$ cat config.mk
export PLATFORM = sky130hd
export DESIGN_NAME = regfile_wb_arbiter
export DESIGN_NICKNAME = d
export VERILOG_FILES = /design/src/rtl/regfile_wb_pkg.sv /design/src/rtl/regfile_wb_arbiter_rr_arb2.sv /design/src/rtl/regfile_wb_arbiter.sv
export SDC_FILE = /design/constraint.sdc
export NUM_CORES = 1
export LEC_CHECK = 0
export CORE_MARGIN = 3
export CORE_UTILIZATION = 35
export CTS_CLUSTER_DIAMETER = 150
export DETAILED_ROUTE_END_ITERATION = 8
export GPL_TIMING_DRIVEN = 0
export PLACE_DENSITY = 0.83
export SLEW_MARGIN = 20
export SYNTH_ARGS = -nofsm -noshare
export SYNTH_HDL_FRONTEND = slang
export SYNTH_SLANG_ARGS = --single-unit
$ cat constraint.sdc
create_clock -name clk -period 1.2 [get_ports clk]
set_input_delay 0.3 -clock clk [delete_from_list [all_inputs] [get_ports clk]]
set_output_delay 0.3 -clock clk [all_outputs]
set_load 0.02 [all_outputs]
$ cat src/rtl/regfile_wb_pkg.sv
// Shared definitions for the register-file writeback arbiter: width defaults,
// requester ids, pointer encoding and the writeback request record.
package regfile_wb_pkg;

    localparam int DATA_WIDTH_DEF = 32;
    localparam int ADDR_WIDTH_DEF = 5;

    localparam int REQ_ALU = 0;
    localparam int REQ_MEM = 1;

    typedef enum logic {
        PRIO_ALU = 1'b0,
        PRIO_MEM = 1'b1
    } prio_e;

    typedef struct packed {
        logic [ADDR_WIDTH_DEF-1:0] rd;
        logic [DATA_WIDTH_DEF-1:0] data;
    } wb_req_t;

endpackage

$ cat src/rtl/regfile_wb_arbiter_rr_arb2.sv
// Two-way round-robin arbiter: owns the priority pointer and produces the
// per-requester ready and one-hot grant.
module rr_arb2
    import regfile_wb_pkg::*;
(
    input  logic       clk,
    input  logic       rst_n,
    input  logic [1:0] req,
    output logic [1:0] ready,
    output logic [1:0] grant
);

    prio_e      prio_q;
    prio_e      prio_d;
    logic [1:0] favoured;

    assign favoured[REQ_ALU] = (prio_q == PRIO_ALU);
    assign favoured[REQ_MEM] = (prio_q == PRIO_MEM);

    // A requester is ready when the other side is idle or it holds priority;
    // its own valid never feeds its ready.
    for (genvar gi = 0; gi < 2; gi++) begin : g_req
        assign ready[gi] = rst_n && (!req[1-gi] || favoured[gi]);
        assign grant[gi] = req[gi] && ready[gi];
    end

    always_comb begin
        prio_d = prio_q;
        if (grant[REQ_ALU]) begin
            prio_d = PRIO_MEM;
        end else if (grant[REQ_MEM]) begin
            prio_d = PRIO_ALU;
        end
    end

    always_ff @(posedge clk or negedge rst_n) begin
        if (!rst_n) begin
            prio_q <= PRIO_ALU;
        end else begin
            prio_q <= prio_d;
        end
    end

endmodule

$ cat src/rtl/regfile_wb_arbiter.sv
// Writeback arbiter for the register file's single write port (ALU vs load).
// Optional macro REG0_ZERO_EN: granted writes to register 0 are suppressed.
module regfile_wb_arbiter
    import regfile_wb_pkg::*;
#(
    parameter int DATA_WIDTH = DATA_WIDTH_DEF,
    parameter int ADDR_WIDTH = ADDR_WIDTH_DEF
) (
    input  logic                  clk,
    input  logic                  rst_n,
    input  logic                  alu_valid,
    input  logic [ADDR_WIDTH-1:0] alu_rd,
    input  logic [DATA_WIDTH-1:0] alu_data,
    output logic                  alu_ready,
    input  logic                  mem_valid,
    input  logic [ADDR_WIDTH-1:0] mem_rd,
    input  logic [DATA_WIDTH-1:0] mem_data,
    output logic                  mem_ready,
    output logic                  RegWr,
    output logic [ADDR_WIDTH-1:0] Rw,
    output logic [DATA_WIDTH-1:0] busW
);

    logic [1:0]            req;
    logic [1:0]            ready;
    logic [1:0]            grant;
    logic [ADDR_WIDTH-1:0] sel_rd;
    logic [DATA_WIDTH-1:0] sel_data;

    logic                  regwr_q, regwr_d;
    logic [ADDR_WIDTH-1:0] rw_q,    rw_d;
    logic [DATA_WIDTH-1:0] busw_q,  busw_d;

    assign req[REQ_ALU] = alu_valid;
    assign req[REQ_MEM] = mem_valid;

    rr_arb2 u_arb (
        .clk   (clk),
        .rst_n (rst_n),
        .req   (req),
        .ready (ready),
        .grant (grant)
    );

    assign alu_ready = ready[REQ_ALU];
    assign mem_ready = ready[REQ_MEM];

    always_comb begin
        sel_rd   = alu_rd;
        sel_data = alu_data;
        if (grant[REQ_MEM]) begin
            sel_rd   = mem_rd;
            sel_data = mem_data;
        end

        regwr_d = 1'b0;
        rw_d    = rw_q;
        busw_d  = busw_q;
        if (|grant) begin
            rw_d   = sel_rd;
            busw_d = sel_data;
`ifdef REG0_ZERO_EN
            // Register 0 is hardwired: the request is consumed but never written.
            regwr_d = (sel_rd != '0);
`else
            regwr_d = 1'b1;
`endif
        end
    end

    always_ff @(posedge clk or negedge rst_n) begin
        if (!rst_n) begin
            regwr_q <= 1'b0;
            rw_q    <= '0;
            busw_q  <= '0;
        end else begin
            regwr_q <= regwr_d;
            rw_q    <= rw_d;
            busw_q  <= busw_d;
        end
    end

    assign RegWr = regwr_q;
    assign Rw    = rw_q;
    assign busW  = busw_q;

endmodule

---- After elaboration in Yosys (flattened, before gate mapping) ----
Cells that the tools add are included.
storage, ports and cells
  bits in registers ....................... 39
  bits of input ports ..................... 78
  output and inout port bits .............. 40
  word-level logic and storage cells ...... 20
cells by class
  muxes and demuxes ....................... 5
  bitwise logic cells ..................... 1
  reductions and logical operators ........ 10
operators by type and width
  kind               number
  $mux 32            1
  $mux 5             1
  $logic_and 1x1->1  4
  $mux 1             3
  $logic_not 1->1    2
  $logic_or 1x1->1   2
  $reduce_bool 2->1  1
  $reduce_or 2->1    1
  $not 1->1          1

---- Longest topological paths before layout ----
  word-level depth ........................ 6
  depth in mapped cells ................... 5
  gate-level depth less buffers ........... 3

---- Cells and area by module ----
From an unflattened synthesis, not the netlist that was laid out.
unflattened totals
  cells, all modules ...................... 171
  area total of the unflattened synthesis .. 1,820.5 um^2
by module, submodules not included
  module              instances  cells an instance  area an instance (um^2)
  regfile_wb_arbiter  1          162                1,737.9
  rr_arb2             1          9                  82.6

---- Worst setup path after synthesis ----
Ideal clock, no wire load.
  kind .................................... register -> output
  from .................................... reg u_arb.prio_q
  to ...................................... out mem_ready
  arrival ................................. 1,050 ps
  data required time ...................... 900 ps
  path slack .............................. -150 ps
  stages on the path, launching flop included .. 5
  path buffers ............................ 2
  path through ............................ dfrtp_1 nand2b_1 buf_4 buf_6 and2_1
on the way
  cells in the longest elaborated chain, start to end .. 2
RTL lines
  what                    RTL line                          source
  from (decl)             regfile_wb_arbiter_rr_arb2.sv:13  prio_e prio_q;
  from (signal assigned)  regfile_wb_arbiter_rr_arb2.sv:40  prio_q <= prio_d;
  $logic_or 1x1->1        regfile_wb_arbiter_rr_arb2.sv:23  assign ready[gi] = rst_n && (!req[1-gi] || favoured[gi]);
  $logic_and 1x1->1       regfile_wb_arbiter_rr_arb2.sv:23
  to (decl)               regfile_wb_arbiter.sv:18          output logic mem_ready,
No other way between the ends.

---- Final worst setup path ----
Same ends and word-level chain as after synthesis.

==> reports/metrics.csv <==
metric;value;unit
wl;7224;um
status;finished with violations;
cts-root-buf;clkbuf_8;
grt_pass1_wl;11950;um
power;4.212;mW
cp.arrival;1.30;ns
num_vias;2285;
n_antenna_cell;0;
dp.final_hpwl;4794;um
rows;27;
fillers;487;
crit_required;0.90;ns
die_h;83.43;um
synth.avg_cell_area;9.581;um2
grt_max_degree;17;
ys_seq_elements;39;
violations;negative setup slack;
layout_commonest_cell;clkdlybuf4s50_1;
drv_slew;0;
clk_pin_slew;0.08;ns
p_leak;1.495;nW
p_per_area;1165;nW/um2
worstSetupPathType;reg2out;
maxSlewHeadroom;0.6152;
synth-warning-count;0;
place_ws;-1.065;ns
worst_slack;-0.3956;ns
coreArea;5642;um2
antenna_found_initial;0;
critPathLaunchType;flop;
drive_gt1_frac;0.3452;
vias_per_cell;5.229;
setup_viol;39;
clock_sinks;39;
period_share;1.330;
final_nets;443;
final_cell_mix;clkdlybuf4s50_1, buf_2, dfrtp_1;
vdd_drop_max;0.0005624;V
htree_levels;2;
grt-ovfl-total;0;
wire_per_inst;16.53;um
clock_latency;0.29;ns
tns;-11.08;ns
num_io_pins;118;
period_needed;1.596;ns
grt_use_total;0.2129;
numCtsBuffers;5;
die_x;83.43;um
yosysSeqAreaShare;0.4651;
drv_cap;0;
place.gp.congestion;0.7833;
rsz0062_at_grt;true;
cts_buffer_depth;2;
tightest_slew;0.5754;ns
drc_errors;0;
syn_area;2098;um2
grt_pass1_vias;2352;
skew;0.004708;ns
max_freq;626.7;MHz
floorplan.die_area;6960;um2
area_growth;72.39;%
synth_nets;297;
cts_tree;yes;
ant_nets;0;
portBuffers;117;
synth_cell_types;19;
hold_viol_final;0;
drtPass1Iterations;4;
crit_path_end_kind;output pin;
hold_class;in2async;
start_util;0.3719;
critPathMaxFanout;2;
drtIter0Drc;109;
synth_cells;219;
## cell type report
type / instances / area, um2 / area share
multi-input combinational: 156 / 922.1 / 0.2549
sequential: 39 / 975.9 / 0.2698
clock inverter: 1 / 5.005 / 0.001384
inverter: 1 / 3.754 / 0.001038
tap: 72 / 90.09 / 0.02490
timing repair buffer: 139 / 1318 / 0.3642
clock buffer: 6 / 82.58 / 0.02283
buffer: 23 / 220.2 / 0.06088
## through the flow
step	area [um2]	util	hold slack, ns	std cells
floorplan	2105	-	0.004409	219
global placement	3366	0.5966	0.5127	408
detailed placement	3381	0.5992	0.2155	409
CTS	3610	0.6398	0.08622	436
global route	3617	0.6412	0.08933	437
finish	3617	0.6412	0.09197	437
## report_power, final
part / internal, mW / leakage, nW / switching [mW]
registers: 1.50 / 0.438 / 0.0877
clock network: 0.452 / 0.0470 / 0.462
logic: 0.873 / 1.01 / 0.839
total: 2.82 / 1.49 / 1.39
## critical path: stages, from the launching register on
cell	delay (ns)
dfrtp_1	0.39
nand2b_4	0.15
buf_6	0.12
buf_8	0.11
and2_4	0.12
buf_6	0.12
## metal layers
layer  wire length, um  vias to the layer above  part of all wire  global-route usage
met4                90                        0             0.012             0.06579
met1              2974                     1091              0.41              0.2640
met3               535                        6             0.074             0.05556
met5                 0                        -                 0                   0
met2              3623                      103              0.50              0.3622
li1                  -                     1085                 -                   -
## cells by family (layout without fill, tap and decap cells)
group | after synthesis | after routing | synth area share
AND/OR/NAND/NOR | 79 | 79 | 0.1699
flip-flops | 39 | 39 | 0.4651
AO/OA/AOI/OAI | 77 | 77 | 0.2630
buffers and inverters | 24 | 170 | 0.1020
## synth_stat cells, drive strengths merged
cell | instances | area (um2)
o21a | 1 | 8.760
nand2b | 1 | 6.260
o21ai | 36 | 292.8
a21boi | 1 | 7.510
a21oi | 2 | 10.01
inv | 1 | 3.750
and2 | 2 | 12.51
nand2 | 1 | 3.750
nor2 | 36 | 135.1
buf | 23 | 210.2
dfrtp | 39 | 975.9
nor2b | 1 | 8.760
a31oi | 36 | 225.2
o211ai | 1 | 7.510
nand3 | 38 | 190.2
## path summary, 6_finish.rpt
| check | from | to | slack (ns) | cells after the start |
|---|---|---|---|---|
| setup / recovery | u_arb.prio_q | mem_ready | -0.40 | 5 |
| hold / removal | rst_n | Rw[2] | 0.09 | 2 |
| setup reg to reg | u_arb.prio_q | busW[7] | -0.38 | 8 |
| hold reg to reg | busW[18] | busW[18] | 0.55 | 2 |
| max in group asynchronous | rst_n | busW[11] | 0.16 | 3 |
| min in group clk | rst_n | u_arb.prio_q | 0.46 | 4 |
## flip-flops by register name (all words and copies together), names as in the netlist
name,flops
RegWr,1
Rw,5
u_arb.prio_q,1
busW,32
## repair_timing
action	4_1_cts	5_1_grt
setup endpoints to repair	79	39
setup buffers	14	2
hold buffers	2	0
hold endpoints to repair	13	0
gates resized for setup	174	0
gates cloned	4	0
pin swaps	23	18
Power figures use the tool's default switching activity.
